$ cat src/rtl/stochastic_ct_collector.sv
// Receive end of the stochastic ciphertext link: counts ones on two lanes over a
// 2^W-bit window, rescales the counts and hands the rebuilt ciphertext out on valid/ready.
module stochastic_ct_collector #(
  parameter int W           = 10,
  parameter int SCALE_SHIFT = 1
) (
  input  logic           clk,
  input  logic           rst,
  input  logic           start,
  input  logic           bit_valid,
  input  logic           ser_a,
  input  logic           ser_b,
  output logic           ct_valid,
  input  logic           ct_ready,
  output logic [2*W-1:0] ct_out,
  output logic           busy,
  output logic           overrun
);

  localparam logic [1:0] ST_IDLE    = 2'd0;
  localparam logic [1:0] ST_COLLECT = 2'd1;
  localparam logic [1:0] ST_HOLD    = 2'd2;

  localparam logic [W-1:0] LAST_BIT = {W{1'b1}};
  localparam logic [W-1:0] ONE_BIT  = {{(W-1){1'b0}}, 1'b1};

  logic [1:0]   state;
  logic [W:0]   cnt_a;
  logic [W:0]   cnt_b;
  logic [W-1:0] bit_cnt;

  // Counts including the bit presented this cycle; used for the last bit of a window.
  logic [W:0] cnt_a_inc;
  logic [W:0] cnt_b_inc;

  assign cnt_a_inc = cnt_a + {{W{1'b0}}, ser_a};
  assign cnt_b_inc = cnt_b + {{W{1'b0}}, ser_b};

  // Undo the MUX-adder averaging; wrapping mod 2^W matches ciphertext mod q.
  function automatic logic [W-1:0] scale(input logic [W:0] c);
    logic [W:0] s;
    s = c << SCALE_SHIFT;
    return s[W-1:0];
  endfunction

  // NOTE: every register here is written with <= so all state updates see the
  // pre-edge values, independent of statement order inside the block.
  always_ff @(posedge clk or posedge rst) begin
    if (rst) begin
      state    <= ST_IDLE;
      cnt_a    <= '0;
      cnt_b    <= '0;
      bit_cnt  <= '0;
      ct_valid <= 1'b0;
      ct_out   <= '0;
      busy     <= 1'b0;
      overrun  <= 1'b0;
    end else begin
      case (state)
        ST_IDLE: begin
          if (start) begin
            state   <= ST_COLLECT;
            busy    <= 1'b1;
            cnt_a   <= '0;
            cnt_b   <= '0;
            bit_cnt <= '0;
            overrun <= 1'b0;
          end
        end

        ST_COLLECT: begin
          if (start) begin
            // Restart: the bit sampled alongside start is discarded.
            cnt_a   <= '0;
            cnt_b   <= '0;
            bit_cnt <= '0;
          end else if (bit_valid) begin
            cnt_a   <= cnt_a_inc;
            cnt_b   <= cnt_b_inc;
            bit_cnt <= bit_cnt + ONE_BIT;
            if (bit_cnt == LAST_BIT) begin
              ct_out   <= {scale(cnt_a_inc), scale(cnt_b_inc)};
              ct_valid <= 1'b1;
              busy     <= 1'b0;
              state    <= ST_HOLD;
            end
          end
        end

        ST_HOLD: begin
          if (ct_ready) begin
            ct_valid <= 1'b0;
            if (start) begin
              state   <= ST_COLLECT;
              busy    <= 1'b1;
              cnt_a   <= '0;
              cnt_b   <= '0;
              bit_cnt <= '0;
            end else begin
              state <= ST_IDLE;
            end
          end else if (start) begin
            overrun <= 1'b1;
          end
        end

        default: begin
          state    <= ST_IDLE;
          busy     <= 1'b0;
          ct_valid <= 1'b0;
        end
      endcase
    end
  end

endmodule

$ cat config.mk
export PLATFORM = sky130hd
export DESIGN_NAME = stochastic_ct_collector
export DESIGN_NICKNAME = d
export VERILOG_FILES = /design/src/rtl/stochastic_ct_collector.sv
export SDC_FILE = /design/constraint.sdc
export NUM_CORES = 1
export LEC_CHECK = 0
export CAP_MARGIN = 30
export CORE_AREA = 2 2 75 77
export DETAILED_ROUTE_END_ITERATION = 10
export DIE_AREA = 0 0 77 79
export PLACE_DENSITY_LB_ADDON = 0.25
export SLEW_MARGIN = 20
export SYNTH_ARGS = -nofsm -noshare
export SYNTH_HDL_FRONTEND = slang
export SYNTH_SLANG_ARGS = --single-unit
$ cat constraint.sdc
create_clock -name clk -period 3.3 [get_ports clk]
set_input_delay 0.33 -clock clk [delete_from_list [all_inputs] [get_ports clk]]
set_output_delay 0.33 -clock clk [all_outputs]
set_load 0.005 [all_outputs]
==> reports/qor.txt <==
===============================================================================================
Outcome .......................................................................... finished clean
Total number of vias .............................................................         1926
Number of buffers inserted by port buffering .....................................           27
CP endpoint kind .................................................................     register
Core Area ........................................................................   5340 sq um
Synth cell types .................................................................           38
Worst IR drop on VDD .............................................................   0.000230 V
Cell leakage power ...............................................................      1.23 nW
Final setup skew .................................................................   0.00657 ns
Count of warnings emitted by yosys ...............................................            0
Initial DRT Pass Iterations ......................................................            4
Critical path start-end classification ...........................................       in2reg
Unrepaired setup endpoints after global routing ..................................        false
Critical-path maximum fanout .....................................................           26
Largest cells by area after synthesis ............................................ dfrtp_1 (50%), o21ai_0 (5.5%), nand2_1 (4.1%)
Post-layout net count ............................................................          290
Boundary pin count ...............................................................           30
Power density normalized to cell area ............................................  355 nW/um^2
Final setup violation count ......................................................            0
Largest area contributor in the synthesized netlist ..............................      dfrtp_1
Total global-route track usage ...................................................        18.3%
Layout cell share with drive strength beyond 1 ...................................        9.39%
Period Utilization, post-route ...................................................        65.9%
CTS Root Cell ....................................................................     clkbuf_8
Summed instance area of the synthesized netlist ..................................   2560 sq um
Mean number of vias per cell .....................................................         5.52
Fin. max-slew vios ...............................................................            0
Register bit count reported by yosys .............................................           51
DRC violations left ..............................................................            0
MaxCap Viol Count ................................................................            0
DRC marker count from the first detailed-route iteration .........................          157
Hold Path Class ..................................................................     in2async
Via count of the first global-routing pass .......................................         1804
Data arrival, critical path ......................................................      2.36 ns
Least-Margin Pin Slew ............................................................     0.560 ns
Area of the die ..................................................................   6080 sq um
Area growth from synthesis to final layout .......................................        14.6%
Placed wire-length estimate after detailed placement .............................      3360 um
Post-Route Setup TNS .............................................................         0 ns
Clock buffer depth ...............................................................            2
Clock latency reported for the late side of the worst-skew pair ..................      0.30 ns
Number of endpoints with negative hold slack in the final report .................            0
Hold_buf cts .....................................................................            0
Final std cell area, no fill .....................................................   2940 sq um
Min Clock Period, post-route .....................................................      2.17 ns
Nature of the critical path startpoint ...........................................    input pin
Postcts setup bufs ...............................................................            0
PostCTS Resize Cnt ...............................................................            0
Cell count after synthesis .......................................................          258
Wire length of the first global-routing pass .....................................      8890 um
Starting Density .................................................................        48.0%
Inserted Clock Buffers ...........................................................            5
Syn Area/Cell ....................................................................   9.93 sq um
Area of placed instances .........................................................   2870 sq um
Synth top area share .............................................................        49.8%
Die Width ........................................................................        77 um
RePlAce Congestion ...............................................................        0.826
Reg area .........................................................................   1280 sq um
TritonCTS clock tree .............................................................        built
Filler cell count ................................................................          507
Number of synthesized flops with an enable pin ...................................            0
Routed wire length ...............................................................      4890 um
Count of antenna diodes in the layout ............................................            0
Grt total ovfl ...................................................................            0
Number of antenna violations at the first check in global routing ................            0
Clock input transition at the sequential cells of the worst setup and hold paths .      0.09 ns
Total number of H-tree levels ....................................................            2
Total power after layout .........................................................      1.04 mW
Top achievable clock speed .......................................................      460 MHz
Die Y-Extent .....................................................................        79 um
Pin count of the biggest net entering global routing .............................           36
Routed WL per cell ...............................................................      14.0 um
Predominant post-synthesis flop cell .............................................      dfrtp_1
Worst rel slew slack .............................................................        62.6%
Row count ........................................................................           27
Seq/Total Area, Yosys ............................................................        49.8%
Antenna Violating Nets Remaining .................................................            0
CTS sink count ...................................................................           51
Proportion of register bits with asynchronous set or reset after synthesis .......         100%
Required time at the worst-slack endpoint ........................................      3.48 ns
Multi-input logic area ...........................................................   1160 sq um
===============================================================================================
[power by group]
| group | internal, mW | switching [mW] |
|---|---|---|
| clock | 0.142 | 0.192 |
| sequential | 0.632 | 0.00650 |
| combinational | 0.0290 | 0.0426 |
| total | 0.803 | 0.241 |
[cells in the final DEF, fill, tap and decap left out, drive strengths merged, types with 6 or more instances in the layout]
cell	count
nor2	8
clkdlybuf4s50	27
xnor2	7
a21oi	13
dfrtp	51
nand2	28
o31ai	9
nand3	9
xor2	7
clkbuf	6
o21ai	43
inv	7
[worst paths after layout]
| kind | startpoint | endpoint | slack, ns | depth (start not counted) |
|---|---|---|---|---|
| max | start | ct_out[4] | 1.13 | 6 |
| max reg2reg | bit_cnt[0] | ct_out[4] | 1.17 | 6 |
| min reg2reg | ct_out[7] | ct_out[7] | 0.48 | 2 |
| min | rst | bit_cnt[7] | 0.34 | 2 |
| min in group clk | ct_out[7] | ct_out[7] | 0.48 | 2 |
| max in group asynchronous | rst | cnt_b[3] | 2.46 | 3 |
[Yosys cell counts (2+ instances only)]
| cell | number |
|---|---|
| dfrtp_1 | 51 |
| buf_2 | 4 |
| a21oi_1 | 13 |
| nand2_1 | 28 |
| xnor2_1 | 7 |
| and3_1 | 4 |
| inv_1 | 7 |
| a31oi_1 | 4 |
| o21ai_0 | 28 |
| nand4_1 | 5 |
| or4_1 | 4 |
| nand3_1 | 9 |
| xor2_1 | 7 |
| o21ai_2 | 10 |
| and2_1 | 2 |
| buf_6 | 2 |
| or3_1 | 5 |
| ha_1 | 5 |
| and4_1 | 2 |
| o21ai_1 | 5 |
| o31ai_1 | 9 |
| nor2_1 | 8 |
| a22o_1 | 5 |
| nor2b_1 | 4 |
| buf_4 | 5 |
| clkbuf_1 | 8 |
| nand3b_1 | 3 |
| mux2_4 | 4 |
[final cells by class]
type	instances	share of cell area (%)
inverters	7	0.894
repair buffers	31	10.6
clock buffers	6	2.47
well taps	72	3.07
flip-flops and latches	51	43.4
multi-input cells	182	39.5
[worst max-delay path: stages]
cell and delay, ns:
clkdlybuf4s50_1 0.51, nand4bb_1 0.26, or4_1 0.76, buf_4 0.33
nand2_1 0.10, o21ai_1 0.06
[sequential cells by signal (all words and copies together), names as in the netlist]
register	cells
bit_cnt	10
busy	1
cnt_a	9
cnt_b	9
ct_out	18
ct_valid	1
overrun	1
state	2
[per-stage QoR]
step | setup slack, ns | util [%] | std cells | hold WS [ns]
floorplan | 1.57 | - | 259 | 0.465
global placement | 0.854 | 53.3 | 342 | 0.463
detailed placement | 0.814 | 53.7 | 343 | 0.467
CTS | 1.13 | 55.0 | 349 | 0.351
global route | 0.967 | 55.0 | 349 | 0.379
finish | 1.13 | 55.0 | 349 | 0.335
[cells by family after synthesis]
| logic type | synth area share, % |
|---|---|
| compound gates | 19.3 |
| xor+xnor | 4.79 |
| fa+ha+maj | 2.44 |
| buf+inv | 5.32 |
| flops | 49.8 |
| mux | 2.34 |
| other cells | 0.146 |
| simple gates | 15.8 |
[routing by layer]
metal	vias to the layer above	global-route usage, %	share of wire [%]
met2	36	27.1	45
met3	6	4.32	4.5
li1	959	-	-
met1	925	27.0	49
met4	0	5.36	1.2
met5	-	0	0
(Power assumes the default switching activity.)
